--- src/rtl/result_tx_framer.sv ---
// result_tx_framer
//
// Return path of the UART matrix-vector accelerator. When the processor array
// has finished, this block captures the result vector and sends it as one
// packet on the UART TX line, 8N1, LSB first:
//
//    0xFE | eff | results[0] .. results[eff-1] | 0xEF
//
// eff = min(size, MAX_N). Each bit lasts BAUD_DIV clocks, and the bytes
// follow one another with no idle time between them.
//
// Ports
//    clk      system clock, rising edge
//    reset    synchronous active-low reset
//    start    send request, sampled only in IDLE
//    size     number of result words (4 bits), captured on accept
//    results  packed words, word i at [i*DATA_W +: DATA_W], captured on accept
//    tx       UART line, idles high (registered)
//    busy     high from the accept edge until the packet ends (registered)
//    done     one-cycle pulse after the last stop bit (registered)
//
// State table
//    state       | meaning
//    IDLE        | line high, waiting for start
//    START_BIT   | driving the start bit (0) of the current byte
//    DATA_BITS   | driving data bit r_bit_idx of the current byte
//    STOP_BIT    | driving the stop bit (1) of the current byte
//    DONE        | one-cycle done pulse; start is ignored here

module result_tx_framer #(
    parameter int BAUD_DIV = 5208,
    parameter int MAX_N    = 8,
    parameter int DATA_W   = 8
) (
    input  logic                      clk,
    input  logic                      reset,
    input  logic                      start,
    input  logic [3:0]                size,
    input  logic [MAX_N*DATA_W-1:0]   results,
    output logic                      tx,
    output logic                      busy,
    output logic                      done
);

    localparam int              BAUD_W    = (BAUD_DIV > 2) ? $clog2(BAUD_DIV) : 1;
    localparam logic [BAUD_W-1:0] BAUD_LAST = BAUD_W'(BAUD_DIV - 1);
    localparam logic [3:0]      MAX_N_4   = 4'(MAX_N);
    localparam logic [7:0]      HDR_BYTE  = 8'hFE;
    localparam logic [7:0]      TAIL_BYTE = 8'hEF;

    typedef enum logic [2:0] {
        S_IDLE,
        S_START_BIT,
        S_DATA_BITS,
        S_STOP_BIT,
        S_DONE
    } state_t;

    state_t                    r_state;
    state_t                    w_state_nxt;
    logic [BAUD_W-1:0]         r_baud_cnt;
    logic [2:0]                r_bit_idx;
    logic [3:0]                r_byte_idx;
    logic [3:0]                r_eff;
    logic [MAX_N*DATA_W-1:0]   r_results;
    logic                      r_tx;
    logic                      r_busy;
    logic                      r_done;

    logic                      w_baud_last;
    logic                      w_bit_last;
    logic                      w_last_byte;
    logic [3:0]                w_size_eff;
    logic [2:0]                w_bit_nxt;
    logic [7:0]                w_byte;
    logic                      w_tx_nxt;
    logic                      w_busy_nxt;
    logic                      w_done_nxt;

    assign w_baud_last = (r_baud_cnt == BAUD_LAST);
    assign w_bit_last  = (r_bit_idx == 3'd7);
    assign w_last_byte = (r_byte_idx == (r_eff + 4'd2));
    assign w_size_eff  = (size > MAX_N_4) ? MAX_N_4 : size;

    // The bit index wraps 7 -> 0 at the end of the data bits, so it is
    // already 0 when the next byte reaches DATA_BITS.
    assign w_bit_nxt = (r_state == S_DATA_BITS && w_baud_last) ? (r_bit_idx + 3'd1)
                                                               : r_bit_idx;

    // Byte mux. The tail test comes first so that eff = 0 sends the tail
    // right after the length byte.
    always_comb begin
        w_byte = TAIL_BYTE;
        if (r_byte_idx == 4'd0) begin
            w_byte = HDR_BYTE;
        end else if (r_byte_idx == 4'd1) begin
            w_byte = {4'd0, r_eff};
        end else if (!w_last_byte) begin
            for (int i = 0; i < MAX_N; i++) begin
                if (r_byte_idx == 4'(i + 2)) begin
                    w_byte = r_results[i*DATA_W +: 8];
                end
            end
        end
    end

    // State register. The outputs are registered here too, so tx changes
    // only on a clock edge and comes out of reset high with no glitch.
    always_ff @(posedge clk) begin
        if (!reset) begin
            r_state <= S_IDLE;
            r_tx    <= 1'b1;
            r_busy  <= 1'b0;
            r_done  <= 1'b0;
        end else begin
            r_state <= w_state_nxt;
            r_tx    <= w_tx_nxt;
            r_busy  <= w_busy_nxt;
            r_done  <= w_done_nxt;
        end
    end

    // Next-state logic
    always_comb begin
        w_state_nxt = r_state;
        case (r_state)
            S_IDLE:      if (start) w_state_nxt = S_START_BIT;
            S_START_BIT: if (w_baud_last) w_state_nxt = S_DATA_BITS;
            S_DATA_BITS: if (w_baud_last && w_bit_last) w_state_nxt = S_STOP_BIT;
            S_STOP_BIT:  if (w_baud_last) w_state_nxt = w_last_byte ? S_DONE : S_START_BIT;
            S_DONE:      w_state_nxt = S_IDLE;
            default:     w_state_nxt = S_IDLE;
        endcase
    end

    // Outputs are decoded from the next state, so they line up with the state
    // change on the same edge. For example, tx falls on the accept edge.
    always_comb begin
        w_tx_nxt   = 1'b1;
        w_busy_nxt = 1'b0;
        w_done_nxt = 1'b0;
        case (w_state_nxt)
            S_START_BIT: begin
                w_tx_nxt   = 1'b0;
                w_busy_nxt = 1'b1;
            end
            S_DATA_BITS: begin
                w_tx_nxt   = w_byte[w_bit_nxt];
                w_busy_nxt = 1'b1;
            end
            S_STOP_BIT: begin
                w_busy_nxt = 1'b1;
            end
            S_DONE: begin
                w_done_nxt = 1'b1;
            end
            default: ;
        endcase
    end

    // Counters and the capture registers
    always_ff @(posedge clk) begin
        if (!reset) begin
            r_baud_cnt <= '0;
            r_bit_idx  <= '0;
            r_byte_idx <= '0;
            r_eff      <= '0;
            r_results  <= '0;
        end else begin
            case (r_state)
                S_IDLE: begin
                    if (start) begin
                        r_eff      <= w_size_eff;
                        r_results  <= results;
                        r_baud_cnt <= '0;
                        r_bit_idx  <= '0;
                        r_byte_idx <= '0;
                    end
                end
                S_START_BIT, S_DATA_BITS, S_STOP_BIT: begin
                    r_baud_cnt <= w_baud_last ? '0 : (r_baud_cnt + BAUD_W'(1));
                    r_bit_idx  <= w_bit_nxt;
                    if (r_state == S_STOP_BIT && w_baud_last) begin
                        r_byte_idx <= w_last_byte ? 4'd0 : (r_byte_idx + 4'd1);
                    end
                end
                default: ;
            endcase
        end
    end

    assign tx   = r_tx;
    assign busy = r_busy;
    assign done = r_done;

endmodule
--- config.mk ---
export PLATFORM = sky130hd
export DESIGN_NAME = result_tx_framer
export DESIGN_NICKNAME = d
export VERILOG_FILES = /design/src/rtl/result_tx_framer.sv
export SDC_FILE = /design/constraint.sdc
export NUM_CORES = 1
export LEC_CHECK = 0
export CAP_MARGIN = 15
export CORE_MARGIN = 1.5
export CORE_UTILIZATION = 37
export CTS_CLUSTER_SIZE = 40
export DETAILED_ROUTE_END_ITERATION = 16
export GPL_ROUTABILITY_DRIVEN = 0
export SETUP_SLACK_MARGIN = 0.05
export SLEW_MARGIN = 25
export SYNTH_ARGS = -nofsm -noshare
export SYNTH_HDL_FRONTEND = slang
export SYNTH_SLANG_ARGS = --single-unit
--- constraint.sdc ---
create_clock -name clk -period 3 [get_ports clk]
set_clock_uncertainty 0.1 [all_clocks]
set_input_delay 0.6 -clock clk [delete_from_list [all_inputs] [get_ports clk]]
set_output_delay 0.6 -clock clk [all_outputs]
set_load 0.02 [all_outputs]
-- After elaboration in Yosys (flattened, before gate mapping)
Index checks and enable logic that the tools add are counted.
- flip-flop bits (word level): 94
- logic and storage cells: 80
- bits of input ports: 71
- output and inout port bits: 3
- add/sub/neg operators: 4
- magnitude comparators: 2
- equality and inequality tests: 21
- reductions and logical operators: 11
- muxes and demuxes: 33
- operators with widths (cell ; count):
    8-bit two-way mux ; 11
    13-bit two-way mux ; 2
    13-bit one-hot mux with 2 select lines ; 1
    3-bit two-way mux ; 7
    4-bit by 3-bit equality test with 1-bit output (second input constant) ; 4
    4-bit two-way mux ; 4
    13-bit by 1-bit adder with 13-bit output (second input constant) ; 1
    13-bit equality test (second input constant) ; 1
    3-bit by 2-bit equality test with 1-bit output (second input constant) ; 4
    3-bit one-hot mux with 4 select lines ; 1
    4-bit by 2-bit equality test with 1-bit output (second input constant) ; 2
    4-bit equality test (second input constant) ; 2
    4-bit one-hot mux with 2 select lines ; 1
    3-bit by 1-bit equality test with 1-bit output (second input constant) ; 2
    3-bit equality test (second input constant) ; 2
    3-bit one-hot mux with 2 select lines ; 1
    3-bit OR reduction ; 2
    4-bit by 1-bit adder with 4-bit output (second input constant) ; 1
    4-bit by 2-bit adder with 4-bit output (second input constant) ; 1
    4-bit by 1-bit equality test with 1-bit output (second input constant) ; 1
    4-bit equality test ; 1
    4-bit greater-than comparator (second input constant) ; 1
    4-bit logical NOT ; 1
    3-bit by 4-bit less-than comparator with 1-bit output (second input constant) ; 1
    other kinds (10) ; 16

-- Depth between registers and ports, before layout
Gate-level depths: netlist (run 1).
- word-level depth: 15
- mapped depth: 12
- gate-level depth less buffers: 10

-- Least setup slack after synthesis (run 1)
No wires, ideal clock.
- path type: register -> register
- start: reg r_byte_idx[0]
- end: reg r_tx (netlist: tx)
- buffers on the path: 1
- data required time: 2.830 ns
- setup slack: 0.688 ns
- stages on the path, launching flop included: 12
- library setup time: 0.070 ns
- clock period less this slack: 2.312 ns
- arrival time: 2.142 ns
- cell sequence: dfxtp_1 -> inv_1 -> ha_1 -> clkbuf_1 -> nor2_1 -> o211ai_1 -> a221oi_1 -> a2111oi_0 -> a311o_1 -> o211ai_1 -> a31oi_1 -> o2bb2ai_1
- cells in the longest elaborated chain, start to end: 15
- elaborated cells between the ends (all ways): 30
- those cells by class: eq/ne (12); mux (17); reduce/logical (1)
- ends and longest elaborated chain (element ; RTL line ; source):
    from (decl) ; 63 ; logic [3:0] r_byte_idx;
    from (signal assigned) ; 184 ; r_byte_idx <= w_last_byte ? 4'd0 : (r_byte_idx + 4'd1);
    4-bit by 2-bit equality test with 1-bit output ; 100 ; if (r_byte_idx == 4'(i + 2)) begin
    8-bit two-way mux (8 in series) ; 100 ;
    8-bit two-way mux ; 98 ; end else if (!w_last_byte) begin
    8-bit two-way mux ; 96 ; end else if (r_byte_idx == 4'd1) begin
    8-bit two-way mux ; 94 ; if (r_byte_idx == 4'd0) begin
    1-bit binary-select mux with 3-bit select ; 148 ; w_tx_nxt = w_byte[w_bit_nxt];
    1-bit two-way mux (implied by the code) ; 148 ;
    1-bit one-hot mux with 2 select lines (*) ; 142 ; case (w_state_nxt)
    to (signal assigned) ; 117 ; r_tx <= w_tx_nxt;
    to (decl) ; 66 ; logic r_tx;
Mark *: on every way between the ends. The rest lies on a longest branch, timed or not. The select of a mux whose other input is x is not followed.
A chain may end at the register's enable or synchronous reset.

-- Worst setup path in the final report (run 1)
Same ends and word-level chain as after synthesis.

==> results of run 1 <==
[worst min-delay path, delay by kind of cell (launching register included)]
| family | cells | cell delay, ns |
|---|---|---|
| simple gates | 1 | 0.05 |
| flops | 1 | 0.31 |
| compound gates | 1 | 0.06 |
[per-stage QoR]
step | setup slack (ns) | power, mW | std cells | util
4_1_cts | 0.3474 | 2.789 | 849 | 0.4726
3_5_place_dp | 0.2204 | 1.727 | 834 | 0.4514
3_3_place_gp | 0.2231 | 1.719 | 834 | 0.4514
2_1_floorplan | 0.6880 | 1.564 | 616 | -
5_1_grt | 0.1219 | 2.881 | 849 | 0.4726
6_report | 0.3430 | 2.747 | 849 | 0.4726
[layout make-up]
| type | instances | area (um2) | area share |
|---|---|---|---|
| sequential | 94 | 1882 | 0.3130 |
| clock buffer | 14 | 264.0 | 0.04391 |
| timing repair buffer | 85 | 828.3 | 0.1378 |
| clock inverter | 1 | 5.005 | 0.0008325 |
| inverter | 9 | 33.78 | 0.005619 |
| multi-input combinational | 474 | 2784 | 0.4631 |
| tap | 172 | 215.2 | 0.03580 |
[cells in the mapped netlist, drive strengths merged (2+ instances only)]
cell type  count
nand2        167
dfxtp         94
a21boi        66
nor2          35
a21oi         33
o21ai         23
clkbuf        22
buf           17
nor2b         17
nand3         13
nor3          12
xor2          10
inv            9
ha             8
nor3b          7
and2           6
and3           6
nand2b         6
a31oi          5
nand4          5
xnor2          5
a21o           3
and4bb         3
mux2           3
o211ai         3
o21a           3
o221ai         3
o32ai          3
a221oi         2
o31ai          2
[logic make-up after synthesis]
logic type      Yosys count
compound gates          161
xor+xnor                 16
fa+ha+maj                 8
buf+inv                  48
flops                    94
mux                       4
simple gates            285
[worst paths after layout]
path,end,start,cells past startpoint,slack (ns)
setup / recovery,tx,r_byte_idx[0],10,0.34
hold / removal,r_results[34],r_results[34],2,0.36
setup reg to reg,tx,r_byte_idx[0],10,0.34
hold reg to reg,r_results[34],r_results[34],2,0.36
[power groups by stage]
| stage | Clock [mW] | Sequential, mW | Combinational, mW |
|---|---|---|---|
| 2_1_floorplan | 0 | 1.37 | 0.197 |
| 3_3_place_gp | 0 | 1.38 | 0.336 |
| 3_5_place_dp | 0 | 1.38 | 0.342 |
| 4_1_cts | 1.09 | 1.36 | 0.343 |
| 5_1_grt | 1.14 | 1.36 | 0.380 |
| 6_report | 1.05 | 1.36 | 0.338 |
[per-layer routing]
layer | vias to the layer above | routed length, um
met5 | - | 0
met1 | 1970 | 5764
li1 | 2228 | -
met3 | 13 | 368
met2 | 59 | 5857
met4 | 0 | 182
[registers in the layout, summed over array words and instances, names as in the netlist]
register,flops
r_results,64
r_baud_cnt,13
r_byte_idx,4
r_eff,4
r_bit_idx,3
r_state,3
busy,1
done,1
tx,1
==> results.toml, run 1 <==
[floorplan]
core_area_mm2 = 0.01272
rows = 41
die_w_um = 117.7
start_util = 0.3824
die_y_um = 117.7
die-area_mm2 = 0.01385
io_pins = 74

[synthesis]
synthAdderAreaFrac = 0.02058
synth-seq-cells = 94
syn_avg_cell_area_um2 = 7.897
synth_edf_count = 0
syn_area_mm2 = 0.004865
synth_top_family_by_area = "simple AND/OR/NAND/NOR gates"
syn_inst = 616
synth_simple_gate_area_frac = 0.2757
synthFlopType = "dfxtp_1"
ys_types = 68
synthesis.nets = 695
synth_compound_area_frac = 0.2266
yosysSeqAreaShare = 0.3868
muxShareOfSynthArea = 0.01235
synthArstFlopShare = 0
synth_area_leaders = "dfxtp_1 39%, nand2_1 13%, a21boi_0 10%"
yosysTopAreaCellShare = 0.3868
synth_top_area_cell = "dfxtp_1"
synthXorXnorAreaFrac = 0.03549
yosys_warnings = 0

[power]
comb_power_share = 0.123
p_per_area_mw_per_mm2 = 456.9
power.leakage_nw = 2.185
p_clk_frac = 0.383
switching_share = 0.2411
irDropWorstVdd_mv = 0.2518
p_int_mw = 2.085
switchingPower_uw = 662.1
power_frac_seq = 0.494

[worst_setup_path]
path_cells = "inv_1 -> ha_1 -> inv_1 -> o211ai_1 -> a221oi_1 -> a2111oi_0 -> a311o_1 -> o211ai_1 -> a31oi_1 -> o2bb2ai_1"
critPathArrivalTime_ns = 2.80
worst-path-max-fanout = 10
crit_path_end_kind = "register"
path_buf_inv = 2
cp_slowest_stage_delay_ns = 0.47
crit_family = "compound AO/OA/AOI/OAI gates"
path_class = "reg2reg"
start_kind = "register"
cp.required_ns = 3.14
slowest_stage = "a2111oi_0"

[clock_network]
clkSinkCount = 94
clk_latency_ns = 0.35
cts_tree = "done"
post_cts_buffers = 0
cts_root_buffer = "clkbuf_16"
cts_resized = 0
numCtsBuffers = 9
path_clk_slew_ns = 0.06
cts_buffer_depth = 2
h-tree-depth = 3
cts_hold_buf = 0

[placed_design]
port_buffers = 73
dpl_cell_area_mm2 = 0.005743
hpwl_um = 9073

[detailed_routing]
via_per_inst = 5.029
postRouteWirelength_um = 12170
ant_nets = 0
firstDrtPassIters = 4
num_vias = 4270
drc = 0
wl_per_cell_um = 14.34
drtIter0Drc = 264

[global_routing]
use_met2 = 0.3096
met1_usage = 0.2288
antenna_found_initial = 0
grt.total_usage = 0.1823
grt_use_met3 = 0.04118
grt_pass1_vias = 4207
grt_pass1_wl_um = 20380
globalRoute.totalOverflow = 0
grt_busiest_layer = "met2"
grt_max_degree = 72

[sta]
relSlewSlack = 0.5274
period_needed_ns = 2.657
max_freq_mhz = 376.4
hold_viol_final = 0
drv_slew = 0
hold_ws_ns = 0.3606
rsz0062_at_grt = "false"
finalSetupViolCount = 0
tightest_slew_ns = 0.7042
tns_ns = 0
period_share = 0.8857

[finish]
area_delta_synth_final_pct = 23.59
final_common_cell = "nand2_1"
fillers = 1303
fin_nets = 752
fin_area_mm2 = 0.006012
layout_common_cells = "165 x nand2_1, 94 x dfxtp_1, 72 x clkdlybuf4s50_1"
drive_gt1_frac = 0.06499
diodes = 0

[run]
cap_violations = 0

[status]
status = "complete, no violations"

[worst_hold_path]
min_path_type = "reg2reg"
No activity file was read; power rests on OpenSTA's default activity.
==> run 2, diff against run 1 <==
Settings changed: SKIP_CTS_REPAIR_TIMING from default to 1.
==> results of run 2 <==
The final DEF is identical to that of run 1; final timing and power are the same.
==> run 3, diff against run 2 <==
Settings changed: CORE_UTILIZATION 37 to 54, GPL_ROUTABILITY_DRIVEN 0 to default, PLACE_DENSITY from default to 0.8.
==> run 3 against run 2 <==
Effect of this change: non-clock buffer count shrank 2; first-iteration DRC count fell by 9.1%; core utilization up 20 points; die area down 31%; combinational power hardly changed; global-route usage is 6.4 points higher; sequential share of layout area rose by 0.94 points; worst hold slack better by 0.0096 ns; power is 7.4% lower; setup slack worse by 0.066 ns; cell count is 7.7% lower; critical endpoint unchanged; largest cell class unchanged; largest power group unchanged.
==> results.toml, run 3 (synthesis results as in run 1) <==
[power]
switchingPower_uw = 670.4
comb_power_share = 0.132
power.leakage_nw = 2.138
p_clk_frac = 0.335
p_int_mw = 1.873
irDropWorstVdd_mv = 0.3100
p_per_area_mw_per_mm2 = 435.8
switching_share = 0.2636
power_frac_seq = 0.533

[sta]
tns_ns = 0
max_freq_mhz = 367.3
drv_slew = 0
period_needed_ns = 2.723
rsz0062_at_grt = "false"
relSlewSlack = 0.5409
hold_viol_final = 0
setup_ws_ns = 0.2773
finalSetupViolCount = 0
period_share = 0.9076
tightest_slew_ns = 0.6841

[floorplan]
die_y_um = 97.92
core_area_mm2 = 0.008721
die-area_mm2 = 0.009587
rows = 34
io_pins = 74
die_w_um = 97.92
start_util = 0.5578

[worst_setup_path]
start_kind = "register"
path_class = "reg2reg"
cp.required_ns = 3.20
crit_path_end_kind = "register"
critPathArrivalTime_ns = 2.92
worst-path-max-fanout = 10

[detailed_routing]
wl_per_cell_um = 14.80
drc = 0
drtIter0Drc = 240
via_per_inst = 5.722
firstDrtPassIters = 5
ant_nets = 0
num_vias = 4486
postRouteWirelength_um = 11610

[global_routing]
grt_pass1_vias = 4340
grt_max_degree = 72
antenna_found_initial = 0
use_met2 = 0.4318
globalRoute.totalOverflow = 0
grt.total_usage = 0.2458
grt_busiest_layer = "met2"
grt_pass1_wl_um = 19440
grt_use_met3 = 0.04366
met1_usage = 0.3008

[clock_network]
numCtsBuffers = 9
clk_latency_ns = 0.36
cts_tree = "done"
h-tree-depth = 3
cts_buffer_depth = 2
clkSinkCount = 94
path_clk_slew_ns = 0.09
cts_root_buffer = "clkbuf_8"

[finish]
fin_cells = 784
reg_top3 = "r_results (64), r_baud_cnt (13)"
diodes = 0
regArea_mm2 = 0.001882
multiInputGateArea_mm2 = 0.002789
final_common_cell = "nand2_1"
drive_gt1_frac = 0.06953
area_delta_synth_final_pct = 19.98
largest_register_ffs = 64
layout_common_cells = "165 x nand2_1, 94 x dfxtp_1, 72 x clkdlybuf4s50_1"
fillers = 734
fin_nets = 750
regMostFlops = "r_results"
final_util = 0.6693

[status]
status = "complete, no violations"

[run]
cap_violations = 0

[placed_design]
place_inst = 768
gp_congestion = 0.9355
dp_slack_ns = 0.2315
hpwl_um = 8660
port_buffers = 73

[worst_hold_path]
min_path_type = "reg2reg"
run 3: area by class of cell:
cell class | count | area share
repair buffers | 83 | 0.1372
clock inverters | 6 | 0.01179
clock buffers | 10 | 0.02186
multi-input cells | 474 | 0.4778
inverters | 9 | 0.005788
well taps | 108 | 0.02315
flip-flops and latches | 94 | 0.3224
run 3: worst paths after layout:
kind                                     from  slack (ns)       endpoint  cells past startpoint
worst max register to register  r_byte_idx[0]        0.28             tx                     10
worst max-delay path            r_byte_idx[0]        0.28             tx                     10
worst min register to register  r_results[51]        0.37  r_results[51]                      2
worst min-delay path            r_results[51]        0.37  r_results[51]                      2
run 3: power by group through the flow:
stage / Clock (mW) / Combinational (mW) / Sequential, mW
after floorplan: 0 / 0.197 / 1.37
after global placement: 0 / 0.330 / 1.38
after detailed placement: 0 / 0.338 / 1.38
after CTS: 0.861 / 0.339 / 1.36
after global routing: 0.921 / 0.377 / 1.36
final: 0.851 / 0.336 / 1.36
run 3: through the flow:
step	hold slack, ns	area [um2]	total power [mW]
after global routing	0.3822	5837	2.660
after floorplan	0.3382	4865	1.564
after detailed placement	0.3566	5635	1.722
after CTS	0.3693	5832	2.556
after global placement	0.3534	5635	1.712
final	0.3702	5837	2.544
run 3: worst max-delay path: stages, from the launching register on:
cell and delay (ns):
dfxtp_1 0.44, inv_1 0.12, ha_1 0.36, nor3b_1 0.20
o31ai_1 0.31, a21oi_1 0.11, o21ai_0 0.36, o221ai_1 0.18
and3_1 0.20, o21ai_0 0.16, o2bb2ai_1 0.12
run 3: per-layer routing:
metal	routed length, um	vias to the layer above
li1	-	2225
met1	5037	2114
met2	5818	131
met3	538	16
met4	212	0
met5	0	-
